<file path="src/rtl/seg_decoder_monitor.sv">
// Decodes four synchronized active-low 7-segment digits into two binary values once the
// pattern has been stable. Optional sequence checker enabled by SEG_DECODER_MONITOR_SEQCHK_EN.
module seg_decoder_monitor #(
  parameter int STABLE_CYCLES = 16
) (
  input  logic       CLK_50MHz,
  input  logic       rst_n,
  input  logic [6:0] HexMSBH,
  input  logic [6:0] HexMSBL,
  input  logic [6:0] HexLSBH,
  input  logic [6:0] HexLSBL,
  input  logic       ModeSel,
  output logic [7:0] msb_val,
  output logic [7:0] lsb_val,
  output logic       val_valid,
  output logic       pat_err,
  output logic       seq_err,
  output logic [7:0] err_cnt
);

  localparam logic [7:0] STABLE = 8'(STABLE_CYCLES);

  // Returns {illegal, digit}; anything outside the ten known glyphs is illegal.
  function automatic logic [4:0] seg_dec(input logic [6:0] pat);
    logic [4:0] r;
    case (pat)
      7'h40:   r = 5'd0;
      7'h79:   r = 5'd1;
      7'h24:   r = 5'd2;
      7'h30:   r = 5'd3;
      7'h19:   r = 5'd4;
      7'h12:   r = 5'd5;
      7'h02:   r = 5'd6;
      7'h78:   r = 5'd7;
      7'h00:   r = 5'd8;
      7'h10:   r = 5'd9;
      default: r = 5'h10;
    endcase
    return r;
  endfunction

  logic [28:0] sync1_q, sync1_d, sync2_q, sync2_d;
  logic [27:0] word_q, word_d, last_q, last_d;
  logic [7:0]  cnt_q, cnt_d;
  logic [7:0]  msb_q, msb_d, lsb_q, lsb_d, err_q, err_d;
  logic        vv_q, vv_d, pe_q, pe_d, se_q, se_d;
  logic [4:0]  dec_mh, dec_ml, dec_lh, dec_ll;
  logic [7:0]  msb_n, lsb_n;
  logic        accept, legal;

  always_comb begin
    sync1_d = {ModeSel, HexMSBH, HexMSBL, HexLSBH, HexLSBL};
    sync2_d = sync1_q;
    word_d  = sync2_q[27:0];
    if (sync2_q[27:0] != word_q) cnt_d = '0;
    else if (cnt_q != STABLE)    cnt_d = cnt_q + 8'd1;
    else                         cnt_d = cnt_q;
    // Accept only on the clock the count first reaches the threshold, so held words fire once.
    accept = (cnt_d == STABLE) && (cnt_q != STABLE) && (word_q != last_q);
    dec_mh = seg_dec(word_q[27:21]);
    dec_ml = seg_dec(word_q[20:14]);
    dec_lh = seg_dec(word_q[13:7]);
    dec_ll = seg_dec(word_q[6:0]);
    legal  = !(dec_mh[4] | dec_ml[4] | dec_lh[4] | dec_ll[4]);
    msb_n  = 8'(dec_mh[3:0]) * 8'd10 + 8'(dec_ml[3:0]);
    lsb_n  = 8'(dec_lh[3:0]) * 8'd10 + 8'(dec_ll[3:0]);
    last_d = accept ? word_q : last_q;
    vv_d   = accept && legal;
    pe_d   = accept && !legal;
    msb_d  = vv_d ? msb_n : msb_q;
    lsb_d  = vv_d ? lsb_n : lsb_q;
  end

`ifdef SEG_DECODER_MONITOR_SEQCHK_EN
  logic        primed_q, primed_d, mode_q, mode_d;
  logic [7:0]  pmsb_q, pmsb_d, plsb_q, plsb_d;
  logic [13:0] tot_prev, tot_new;
  logic        mode_chg, seq_ok;

  always_comb begin
    mode_d   = sync2_q[28];
    mode_chg = (sync2_q[28] != mode_q);
    tot_prev = 14'(pmsb_q) * 14'd100 + 14'(plsb_q);
    tot_new  = 14'(msb_n) * 14'd100 + 14'(lsb_n);
    if (!sync2_q[28])         seq_ok = (tot_new == tot_prev + 14'd1);
    else if (plsb_q < 8'd59)  seq_ok = (msb_n == pmsb_q) && (lsb_n == plsb_q + 8'd1);
    else                      seq_ok = (msb_n == pmsb_q + 8'd1) && (lsb_n == 8'd0);
    // 00:00 is a counter reset and always legal; covers both wrap cases too.
    if (msb_n == 8'd0 && lsb_n == 8'd0) seq_ok = 1'b1;
    se_d     = vv_d && primed_q && !mode_chg && !seq_ok;
    primed_d = mode_chg ? 1'b0 : primed_q;
    pmsb_d   = pmsb_q;
    plsb_d   = plsb_q;
    if (vv_d) begin
      primed_d = 1'b1;
      pmsb_d   = msb_n;
      plsb_d   = lsb_n;
    end
  end

  always_ff @(posedge CLK_50MHz or negedge rst_n) begin
    if (!rst_n) begin
      primed_q <= 1'b0;
      mode_q   <= 1'b0;
      pmsb_q   <= '0;
      plsb_q   <= '0;
    end else begin
      primed_q <= primed_d;
      mode_q   <= mode_d;
      pmsb_q   <= pmsb_d;
      plsb_q   <= plsb_d;
    end
  end
`else
  logic mode_unused;
  always_comb begin
    se_d        = 1'b0;
    mode_unused = sync2_q[28];
  end
`endif

  always_comb begin
    err_d = err_q;
    if ((pe_d || se_d) && (err_q != 8'hFF)) err_d = err_q + 8'd1;
  end

  always_ff @(posedge CLK_50MHz or negedge rst_n) begin
    if (!rst_n) begin
      sync1_q <= '0;
      sync2_q <= '0;
      word_q  <= '0;
      last_q  <= '0;
      cnt_q   <= '0;
      msb_q   <= '0;
      lsb_q   <= '0;
      err_q   <= '0;
      vv_q    <= 1'b0;
      pe_q    <= 1'b0;
      se_q    <= 1'b0;
    end else begin
      sync1_q <= sync1_d;
      sync2_q <= sync2_d;
      word_q  <= word_d;
      last_q  <= last_d;
      cnt_q   <= cnt_d;
      msb_q   <= msb_d;
      lsb_q   <= lsb_d;
      err_q   <= err_d;
      vv_q    <= vv_d;
      pe_q    <= pe_d;
      se_q    <= se_d;
    end
  end

  assign msb_val   = msb_q;
  assign lsb_val   = lsb_q;
  assign val_valid = vv_q;
  assign pat_err   = pe_q;
  assign seq_err   = se_q;
  assign err_cnt   = err_q;

endmodule

</file>
<file path="config.mk">
export PLATFORM = sky130hd
export DESIGN_NAME = seg_decoder_monitor
export DESIGN_NICKNAME = d
export VERILOG_FILES = /design/src/rtl/seg_decoder_monitor.sv
export SDC_FILE = /design/constraint.sdc
export NUM_CORES = 1
export LEC_CHECK = 0
export CAP_MARGIN = 10
export CORE_UTILIZATION = 35
export CTS_CLUSTER_SIZE = 10
export DETAILED_ROUTE_END_ITERATION = 10
export PLACE_DENSITY = 0.56
export SYNTH_ARGS = -nofsm -noshare
export SYNTH_HDL_FRONTEND = slang
export SYNTH_SLANG_ARGS = --single-unit
</file>
<file path="constraint.sdc">
create_clock -name CLK_50MHz -period 7.4 [get_ports CLK_50MHz]
set_clock_uncertainty 0.05 [all_clocks]
set_input_delay 1.48 -clock CLK_50MHz [delete_from_list [all_inputs] [get_ports CLK_50MHz]]
set_output_delay 1.48 -clock CLK_50MHz [all_outputs]
set_load 0.01 [all_outputs]
</file>
# == Yosys cells after proc, flatten, opt, wreduce, memory -nomap -nowiden ==
# Index checks and enable logic that the tools add are counted.
# word_totals
ff_bits,146
elab_cells,76
# op_classes
muxes,6
n_bitwise,3
reduce_logical,10
n_eq_ne,41
add_sub_neg,4
mul,2
# op_table
cell,count
one-hot mux 5 bit (10 select lines),4
== test 7 x 5 -> 1 bit (second input constant),12
== test 7 bit (second input constant),12
== test 7 x 6 -> 1 bit (second input constant),8
inequality test 28 bit,2
== test 7 x 2 -> 1 bit (second input constant),4
logical NOT 7 bit,4
adder 8 x 1 -> 8 bit (second input constant),2
adder 8 x 4 -> 8 bit,2
two-way mux 8 bit,2
multiplier 4 x 3 -> 7 bit (second input constant),2
== test 8 x 5 -> 1 bit (second input constant),1
inequality test 8 x 5 -> 1 bit (second input constant),1
inequality test 8 bit (second input constant),1
logical AND 1 bit,5
OR 1 bit,3
logical NOT 1 bit,1

# == Logic depth before layout (Yosys ltp) ==
# Gate-level depths: netlist of run 1.
# depth
depth_word,8
depth_mapped,13
depth_no_buf,12

# == Worst setup path before layout of run 1 ==
# Ideal clock, no wire load.
# synth_path
path_kind,flip-flop to flip-flop
startpoint,reg word_q[21]
endpoint,"reg msb_q[6], in the netlist msb_val[6]"
setup_time_ns,0.125
path_slack_ns,4.242
required_ns,7.225
stages_incl_launch_ff,11
t_arrival_ns,2.983
period_less_slack_ns,3.158
cell_sequence,dfrtp_1 -> clkbuf_1 -> or3_1 -> nor4_1 -> ha_1 -> ha_1 -> fa_1 -> nand2_1 -> nor2_1 -> xnor2_1 -> mux2_4
# synth_between
elab_chain_cells,7
# synth_lines
item,line,rtl
start: declaration,43,"logic [27:0] word_q, word_d, last_q, last_d;"
start signal: assignment,143,word_q <= word_d;
branches (longest 7 deep; another with adder 8 x 4 -> 8 bit),-,
end signal: assignment,146,msb_q <= msb_d;
end: declaration,45,"logic [7:0] msb_q, msb_d, lsb_q, lsb_d, err_q, err_d;"
# Several ways; the timed one is not identified.
# A chain may end at the register's enable or synchronous reset.

# == Worst setup path after layout of run 1 ==
# layout_path
startpoint,reg word_q[15]
endpoint,"reg msb_q[2], in the netlist msb_val[2]"
# layout_between
elab_chain_cells,7
# layout_lines
item
branches (longest 7 deep; another with adder 8 x 4 -> 8 bit)
# Several ways; the timed one is not identified.

==> results.md, run 1 <==
- Count of different cell masters after synthesis: 59
- I/O Pins: between 50 and 60
- Total Routing Usage GR: between 10% and 20%
- Clock Tree Buf Depth: 2
- Initial antenna violation count: 0
- Layout cells sized above 1: 8.89%
- RSZ-0062 raised after global routing: no
- GRT Residual Overflow: 0
- Measured slew at the worst slew-check pin: just under 1 ns
- R2R setup slack: 3.76 ns
- # port buffers: 55
- Simple-gate portion of the synthesized area: between 10% and 20%
- WL per Instance: between 10 and 15 um
- Synthesized area: 6630 um2
- Largest family of logic cells by synthesized area: simple AND/OR/NAND/NOR gates
- Num rows: between 40 and 50
- Max Freq: ~0.28 GHz
- EDFF count, synth: 0
- First-pass GRT wire length: ~22,000 um
- Mux contribution to synthesized area: under 10%
- Die ar.: 19,500 um2
- R2r endpoint: msb_val[2]
- Number of global-route vias before repair: 4,361
- Status: complete, no violations
- Die Span Y: between 100 and 150 um
- Main flop type after synthesis: dfrtp_1
- Worst min path class: register to register
- Seq/Total Area, Yosys: between 50% and 60%
- Synth Instances: between 500 and 600
- R2r worst-path depth: 8
- Maximum vdd drop: 0.178 mV
- Syn nets: ~640
- Clock Latency Late Sink: 0.42 ns
- Critical path arrival: 3.88 ns
- DR DRC count: 0
- Placeable Area: between 15,000 and 20,000 um2
- Metal2 WL: 5880 um
- Vias: between 4,000 and 5,000
- CP required: 7.64 ns
- Time the worst path needs with I/O delays and setup: 3.64 ns
- CTS Buf Count: 17
- Crit path capture type: register
- Vias per cell: 4.97
- Post-synthesis compound-gate area fraction: slightly below 7%
- Final Hold Fails: 0
- Largest net degree at the start of global routing: 86
- Top routing layer in use: met4
- Origin of the critical flop-to-flop path: word_q[15]
- Leak pwr: 3.50 nW
- Yosys top cell area share: 55.1%
- Final Cell Area: 7870 um2
- # setup viols final: 0
- Startpoint types: register
- Pwr Density: ~230 nW/um2
- Routability congestion estimate: just under 0.8
- Minimum setup slack after placement: 3.68 ns
- Initial Util: 36.3%
- Worst setup margin: 3.76 ns
- Slew Viols, Final: 0
- WS Path Type: register to register
- Initial DRC count: about 270
- Setup TNS: 0 ns
- Synth Area in XOR/XNOR: 11.5%
- Area after DPL: 7290 um2
- Worst Setup SP: word_q[15]
- CTS root buffer: clkbuf_16
- CP Max Fanout: 39
- Area share of fa/ha/maj cells after synthesis: 4.42%
- Max_cap viols: 0
- CTS tree: built
- Fraction of registers with async set or reset after synthesis: 100%
- Main area contributors after synthesis: dfrtp_1 55%, xnor2_1 7.0%, xor2_1 4.5%
- Resize count post-CTS: 0
- WL final: 12,700 um
- Antenna Violating Nets Remaining: 0
- Fin Hold WS: roughly 0.3 ns
- Hold Buf Count CTS: 0
- Setup crit end: msb_val[2]
- Clk sinks: ~150
- Detailed placer's ending HPWL: 9100 um
- Synthesized area per cell: 11.2 um2
- WL met1: 6040 um
- Antenna Cells: 0
- Routed length on met3: 614 um
- Worst slew margin: 33.7%
- # nets final: slightly below 700
- P&R area growth vs syn: 18.8%
- Setup bufs post-CTS: 0
- Yosys warnings: 0
- Seq cells post-synth: 146
- Tcrit/Tclk final: between 40 and 50%
- Die Span X: between 100 and 150 um
- Clock slew at reported path FFs: about 0.06 ns
- DR pass1 iterations: 4
- CTS H-Tree Depth: 4
- Yosys top cell by area: dfrtp_1
layout make-up:
cell class / count / area [um2]
clock buffers: 18 / 439
clock inverters: 14 / 144
fillers: 1717 / 10400
inverters: 9 / 33.8
multi-input cells: 396 / 2740
flip-flops and latches: 146 / 3650
well taps: 229 / 287
repair buffers: 58 / 574
routing by layer:
layer,vias up,GRT usage (%)
met4,0,6.19
li1,2100,-
met1,2093,18.9
met2,116,22.9
met5,-,0
met3,16,3.23
state kept, by name (all words and copies together) (netlist names):
signal / cells
err_cnt: 8
sync2_q: 28
val_valid: 1
word_q: 28
last_q: 28
sync1_q: 28
cnt_q: 8
pat_err: 1
msb_val: 8
lsb_val: 8
cells in the mapped netlist, drive strengths merged (3+ instances only):
cell type	number
nor3b	3
a31oi	5
ha	17
nand4	17
mux2i	5
dfrtp	146
a21oi	11
mux2	15
nand3	13
a22oi	5
and3	7
nor4bb	3
xnor2	53
nor2b	6
o22ai	3
or3	6
o31ai	6
inv	9
o21ai	20
clkbuf	21
nor2	25
nand2b	5
or2	3
buf	20
fa	4
nand2	77
nor4	13
and2	3
nor3	10
a21o	4
xor2	34
cells by family after synthesis:
group | count (synthesis)
buf+inv | 50
compound gates | 69
flops | 146
xor+xnor | 87
mux | 20
other cells | 1
simple gates | 198
fa+ha+maj | 21
critical path, stage by stage, from the launching register on:
cell and delay [ns]:
dfrtp_1 0.53, xnor2_1 0.30, nand4_1 0.12, nor4_1 0.37, nand4_1 0.47, or3_1 0.50
buf_4 0.27, or2_1 0.50, mux2_4 0.38
stage by stage:
stage / power [mW] / util (%) / cells
2_1_floorplan: 0.906 / - / 592
3_3_place_gp: 0.946 / 39.9 / 838
6_report: 1.77 / 43.1 / 870
4_1_cts: 1.80 / 43.1 / 870
3_5_place_dp: 0.950 / 39.9 / 838
5_1_grt: 1.84 / 43.1 / 870
worst min-delay path by stage:
stage | endpoint | from | slack (ns) | cells past startpoint
CTS | sync2_q[22] | sync1_q[22] | 0.30 | 0
floorplan | sync2_q[0] | sync1_q[0] | 0.28 | 0
global placement | sync2_q[7] | sync1_q[7] | 0.28 | 0
global route | sync2_q[22] | sync1_q[22] | 0.30 | 0
detailed placement | sync2_q[22] | sync1_q[22] | 0.28 | 0
finish | sync2_q[3] | sync1_q[3] | 0.30 | 0
power by group:
part           leakage, nW  switching, mW  internal [mW]
combinational         1.37         0.0382         0.0398
clock                0.285          0.356          0.483
sequential            1.85         0.0333          0.821
total                 3.50          0.427           1.34
cells in the final DEF (no fill, tap or decap), types with 4 or more instances in the layout:
master and count:
mux2_4 4, o21ai_0 19, dfrtp_1 146, nor4_1 13, mux2i_1 5, inv_1 9
ha_1 17, a21oi_1 11, nand3_1 13, nand2b_1 5, nor2_1 25, xnor2_1 53
a31oi_1 5, clkbuf_16 17, or3_1 5, nor2b_1 6, mux2_2 11, a21o_1 4
xor2_1 34, clkdlybuf4s50_1 54, inv_8 4, fa_1 4, nor3_1 9, a22oi_1 5
o31ai_1 6, nand2_1 77, nand4_1 17, and3_1 7
Note: power is estimated with default switching activity, not from simulation.
==> inputs of run 2 (changes only) <==
==> constraint.sdc (replaced) <==
create_clock -name CLK_50MHz -period 3.6 [get_ports CLK_50MHz]
set_clock_uncertainty 0.05 [all_clocks]
set_input_delay 0.72 -clock CLK_50MHz [delete_from_list [all_inputs] [get_ports CLK_50MHz]]
set_output_delay 0.72 -clock CLK_50MHz [all_outputs]
set_load 0.01 [all_outputs]
==> run 2 against run 1 <==
Net effect: flip-flop and latch count stayed put; global-route usage is 0.37 points higher; total power is 110% higher; critical path depth is 2 higher; core utilization is 0.77 points higher; via count is 1.4% higher; final cell count is 1.4% higher; clock-buffer cell count stayed put.
==> results.md, run 2 (same netlist as run 1, synthesis figures left out) <==
- Status: complete, no violations (unchanged)
- # setup viols final: 0 (unchanged)
- # port buffers: 55 (unchanged)
- Detailed placer's ending HPWL: 9290 um (was 9100 um)
- Total Routing Usage GR: 14.8% (was 14.4%)
- Tcrit/Tclk final: 91.9% (was 49.1%)
- Initial antenna violation count: 0 (unchanged)
- Area after DPL: 7390 um2 (was 7290 um2)
- DR DRC count: 0 (unchanged)
- CP required: 3.83 ns (was 7.64 ns)
- CP Max Fanout: 11 (was 39)
- Vias: 4,387 (was 4,325)
- Num rows: 49 (unchanged)
- CP most frequent cell: ha_1 (was nand4_1)
- Die ar.: 19,500 um2 (unchanged)
- Minimum setup slack after placement: 0.297 ns (was 3.68 ns)
- RSZ-0062 raised after global routing: no (unchanged)
- Placeable Area: 18,300 um2 (unchanged)
- Clock Tree Buf Depth: 2 (unchanged)
- Final Cell Area: 8020 um2 (was 7870 um2)
- GRT Residual Overflow: 0 (unchanged)
- Max Freq: 0.302 GHz (was 0.275 GHz)
- DR pass1 iterations: 4 (unchanged)
- Slowest Stage Delay on Critical Path: 0.55 ns (was 0.53 ns)
- R2R setup slack: 0.29 ns (was 3.76 ns)
- Fillcell total: 1,706 (was 1,717)
- Routability congestion estimate: 0.795 (was 0.791)
- Final Hold Fails: 0 (unchanged)
- Most frequent cells in the layout: 146 x dfrtp_1, 77 x nand2_1, 54 x clkdlybuf4s50_1 (unchanged)
- Setup bufs post-CTS: 0 (unchanged)
- WS Path Type: register to register (unchanged)
- Hold Buf Count CTS: 0 (unchanged)
- Time the worst path needs with I/O delays and setup: 3.31 ns (was 3.64 ns)
- Commonest non-fill, non-tap cell in the layout: dfrtp_1 (unchanged)
- Slew Viols, Final: 0 (unchanged)
- Worst slew margin: 46.2% (was 33.7%)
- Antenna Cells: 0 (unchanged)
- FF/Latch Area: 3650 um2 (unchanged)
- Pwr Density: 470 nW/um2 (was 225 nW/um2)
- Clock slew at reported path FFs: 0.06 ns (about the same)
- Worst setup margin: 0.293 ns (was 3.76 ns)
- P&R area growth vs syn: 20.9% (was 18.8%)
- Max_cap viols: 0 (unchanged)
- Resize count post-CTS: 0 (unchanged)
- First-pass GRT wire length: 22,200 um (was 21,900 um)
- WL per Instance: 14.8 um (was 14.6 um)
- Die Span Y: 140 um (unchanged)
- I/O Pins: 58 (unchanged)
- Startpoint types: register (unchanged)
- Die Span X: 140 um (unchanged)
- Antenna Violating Nets Remaining: 0 (unchanged)
- Crit path capture type: register (unchanged)
- Critical path arrival: 3.54 ns (was 3.88 ns)
- Worst min path class: input port to async pin (was register to register)
- CTS Buf Count: 17 (unchanged)
- Layout cells sized above 1: 10.7% (was 8.89%)
- Slowest cell on crit path: fa_1 (was dfrtp_1)
- Maximum vdd drop: 0.338 mV (was 0.178 mV)
- Largest net degree at the start of global routing: 86 (unchanged)
- Vias per cell: 4.97 (about the same)
- Clock Latency Late Sink: 0.43 ns (was 0.42 ns)
- CTS root buffer: clkbuf_16 (unchanged)
- Number of global-route vias before repair: 4,413 (was 4,361)
- Final core occ: 43.9% (was 43.1%)
- Clk sinks: 146 (unchanged)
- Initial DRC count: 228 (was 267)
- # nets final: 692 (was 680)
- Setup TNS: 0 ns (unchanged)
- Worst-path cell chain: nor3_1 -> nand3_1 -> a31oi_1 -> ha_1 -> ha_1 -> fa_1 -> o211ai_1 -> mux2i_1 -> a22oi_1 -> o21ai_0 (was xnor2_1 -> nand4_1 -> nor4_1 -> nand4_1 -> or3_1 -> buf_4 -> or2_1 -> mux2_4)
- CTS tree: built (unchanged)
- Initial Util: 36.3% (unchanged)
- CTS H-Tree Depth: 4 (unchanged)
- Measured slew at the worst slew-check pin: 0.807 ns (was 0.985 ns)
- Area of the multi-input gates: 2750 um2 (was 2740 um2)
- Leak pwr: 3.59 nW (was 3.50 nW)
- WL final: 13,000 um (was 12,700 um)
-- run 2: changes by cell type in the layout (fill, tap and decap cells not counted) --
cell        delta
buf_4         +11
inv_6          +3
clkinv_2       -2
clkinvlp_4     -2
buf_12         +1
bufinv_16      +1
clkinv_4       -1
inv_8          +1
o31ai_1        -1
o31ai_2        +1
-- run 2: cell type report --
cell class | count | area share [%]
clock buffers | 18 | 5.48
clock inverters | 14 | 2.22
inverters | 9 | 0.421
multi-input cells | 396 | 34.3
flip-flops and latches | 146 | 45.6
well taps | 229 | 3.57
repair buffers | 70 | 8.45
-- run 2: critical path: cells and delay by family, from the launching register on --
| kind | cells | cell delay (ns) |
|---|---|---|
| AO/OA/AOI/OAI | 4 | 0.81 |
| AND/OR/NAND/NOR | 2 | 0.53 |
| adder cells (fa/ha/maj) | 3 | 1.10 |
| flip-flops | 1 | 0.52 |
| multiplexers | 1 | 0.14 |
-- run 2: path summary, 6_finish.rpt --
kind,from,end,depth (start not counted)
setup / recovery,word_q[10],lsb_val[7],10
hold / removal,rst_n,last_q[17],1
setup reg to reg,word_q[10],lsb_val[7],10
hold reg to reg,sync1_q[17],sync2_q[17],0
max in group asynchronous,rst_n,word_q[4],2
min in group CLK_50MHz,sync1_q[17],sync2_q[17],0
-- run 2: per-stage QoR --
stage               instances  total power, mW  hold slack (ns)
detailed placement        850             1.96            0.285
finish                    882             3.77            0.296
CTS                       882             3.82            0.298
global placement          850             1.95            0.284
floorplan                 592             1.86            0.281
global route              882             3.92            0.303
-- run 2: power breakdown --
| part | total (mW) | switching (mW) | internal, mW |
|---|---|---|---|
| Sequential | 1.75 | 0.0626 | 1.69 |
| Combinational | 0.176 | 0.0876 | 0.0888 |
| Clock | 1.84 | 0.763 | 1.08 |
-- run 2: routing by layer --
metal  share of wire, %  up-vias  global-route usage (%)  routed length [um]
li1                   -     2120                       -                   -
met3                4.5       24                    4.06                 582
met1                 46     2137                    19.0                6030
met4                2.3        0                    7.00                 299
met5                  0        -                       0                   0
met2                 47      106                    23.2                6100
==> inputs of run 3 (changes only) <==
--- a/config.mk
+++ b/config.mk
@@ -6,6 +6,7 @@
 export NUM_CORES = 1
 export LEC_CHECK = 0
 export CAP_MARGIN = 10
+export CORE_ASPECT_RATIO = 0.8
 export CORE_UTILIZATION = 35
 export CTS_CLUSTER_SIZE = 10
 export DETAILED_ROUTE_END_ITERATION = 10
==> run 3 against run 2 <==
Net effect: clock power fell by 11%; worst setup slack worse by 0.027 ns; routed wire length grew 2.0%; die area about the same; sequential share of layout area increased by 0.26 points; combinational power is essentially flat; core utilization down 0.40 points; via count is 0.82% lower; total power is 5.4% lower; critical path depth is the same; final cell count is 2.5% higher; largest cell class unchanged; highest routed layer unchanged.
==> results.md, run 3 (same netlist as run 1, synthesis figures left out) <==
- Die Span X: 156 um (was 140 um)
- Commonest non-fill, non-tap cell in the layout: dfrtp_1 (unchanged)
- Clk sinks: 146 (unchanged)
- GRT Residual Overflow: 0 (unchanged)
- Maximum vdd drop: 0.307 mV (was 0.338 mV)
- Dpl cells: 872 (was 850)
- # port buffers: 55 (unchanged)
- # setup viols final: 0 (unchanged)
- Initial DRC count: 244 (was 228)
- Total Routing Usage GR: 14.9% (was 14.8%)
- # nets final: 690 (was 692)
- Placeable Area: 18,300 um2 (about the same)
- Initial Util: 36.2% (was 36.3%)
- Tcrit/Tclk final: 92.6% (was 91.9%)
- Detailed placer's ending HPWL: 9410 um (was 9290 um)
- Clock Tree Buf Depth: 2 (unchanged)
- Status: complete, no violations (unchanged)
- Most frequent cells in the layout: 146 x dfrtp_1, 77 x nand2_1, 54 x clkdlybuf4s50_1 (unchanged)
- Measured slew at the worst slew-check pin: 0.681 ns (was 0.807 ns)
- Routability congestion estimate: 0.821 (was 0.795)
- CP Max Fanout: 8 (was 11)
- Final core occ: 43.5% (was 43.9%)
- WS Path Type: register to register (unchanged)
- Setup TNS: 0 ns (unchanged)
- Crit path capture type: register (unchanged)
- CTS root buffer: clkbuf_16 (unchanged)
- CP required: 3.86 ns (was 3.83 ns)
- WL per Instance: 14.7 um (was 14.8 um)
- Leak pwr: 3.54 nW (was 3.59 nW)
- RSZ-0062 raised after global routing: no (unchanged)
- Setup bufs post-CTS: 0 (unchanged)
- Antenna Cells: 0 (unchanged)
- Worst Setup SP: word_q[21] (was word_q[10])
- Layout cells sized above 1: 10.4% (was 10.7%)
- Worst min path class: input port to async pin (unchanged)
- Resize count post-CTS: 0 (unchanged)
- P&R area growth vs syn: 20.2% (was 20.9%)
- Vias: 4,351 (was 4,387)
- Startpoint types: register (unchanged)
- Max_cap viols: 0 (unchanged)
- Antenna Violating Nets Remaining: 0 (unchanged)
- Hold Buf Count CTS: 0 (unchanged)
- Worst slew margin: 53.4% (was 46.2%)
- Number of global-route vias before repair: 4,367 (was 4,413)
- Vias per cell: 4.81 (was 4.97)
- DR pass1 iterations: 4 (unchanged)
- Post-Layout Cell Count: 904 (was 882)
- Critical path arrival: 3.59 ns (was 3.54 ns)
- Max Freq: 0.300 GHz (was 0.302 GHz)
- WL final: 13,300 um (was 13,000 um)
- DR DRC count: 0 (unchanged)
- Final Hold Fails: 0 (unchanged)
- Die Span Y: 125 um (was 140 um)
- Largest net degree at the start of global routing: 85 (was 86)
- CTS Buf Count: 17 (unchanged)
- I/O Pins: 58 (unchanged)
- Fin Hold WS: 0.213 ns (was 0.296 ns)
- Slew Viols, Final: 0 (unchanged)
- Num rows: 44 (was 49)
- Clock Latency Late Sink: 0.42 ns (was 0.43 ns)
- Origin of the critical flop-to-flop path: word_q[21] (was word_q[10])
- Die ar.: 19,500 um2 (about the same)
- Initial antenna violation count: 0 (unchanged)
- Clock slew at reported path FFs: 0.06 ns (about the same)
- CTS tree: built (unchanged)
- Pwr Density: 447 nW/um2 (was 470 nW/um2)
- CTS H-Tree Depth: 4 (unchanged)
- First-pass GRT wire length: 22,300 um (was 22,200 um)
- Time the worst path needs with I/O delays and setup: 3.33 ns (was 3.31 ns)
run 3: changes by cell type in the layout (fill, tap and decap cells not counted), sizes merged:
cell / change
clkinvlp: +2
buf: -2
bufinv: -2
clkinv: +7
clkbuf: -1
inv: -6
run 3: area by class of cell:
cell class	count	area (um2)
Multi-Input combinational cell	396	2750
Inverter	9	33.8
Tap cell	253	317
Clock inverter	15	130
Clock buffer	17	425
Timing Repair Buffer	68	662
Sequential cell	146	3650
Fill cell	1721	10400
run 3: path summary, 6_finish.rpt:
kind	endpoint	slack, ns	cells after the start
hold reg to reg	sync2_q[20]	0.30	0
setup / recovery	msb_val[6]	0.27	10
min in group CLK_50MHz	sync2_q[20]	0.30	0
max in group asynchronous	msb_val[0]	2.45	2
hold / removal	sync1_q[19]	0.21	1
setup reg to reg	msb_val[6]	0.27	10
run 3: power by group:
part / switching, mW / internal [mW]
combinational: 0.0894 / 0.0869
clock: 0.733 / 0.900
sequential: 0.0650 / 1.69
total: 0.887 / 2.68
run 3: layer usage:
metal / vias up / wire [um] / GRT usage [%] / share of wire [%]
met3: 10 / 828 / 4.19 / 6.2
met2: 110 / 5760 / 21.4 / 43
met5: - / 0 / 0 / 0
met1: 2114 / 6600 / 21.3 / 50
li1: 2117 / - / - / -
met4: 0 / 89 / 5.19 / 0.67
run 3: stage by stage:
| stage | setup slack [ns] | power [mW] | area (um2) |
|---|---|---|---|
| after global routing | 0.0307 | 3.73 | 7970 |
| after CTS | 0.299 | 3.62 | 7960 |
| final | 0.266 | 3.56 | 7970 |
| after floorplan | 0.442 | 1.86 | 6630 |
| after global placement | 0.377 | 1.96 | 7410 |
| after detailed placement | 0.311 | 1.96 | 7410 |
run 3: worst max-delay path: stages (launching register included):
cell     delay (ns)
dfrtp_1        0.50
or3_1          0.43
nor4_1         0.46
buf_4          0.24
ha_1           0.23
ha_1           0.23
fa_1           0.56
nand2_1        0.06
nor2_1         0.11
xnor2_1        0.08
mux2_4         0.26
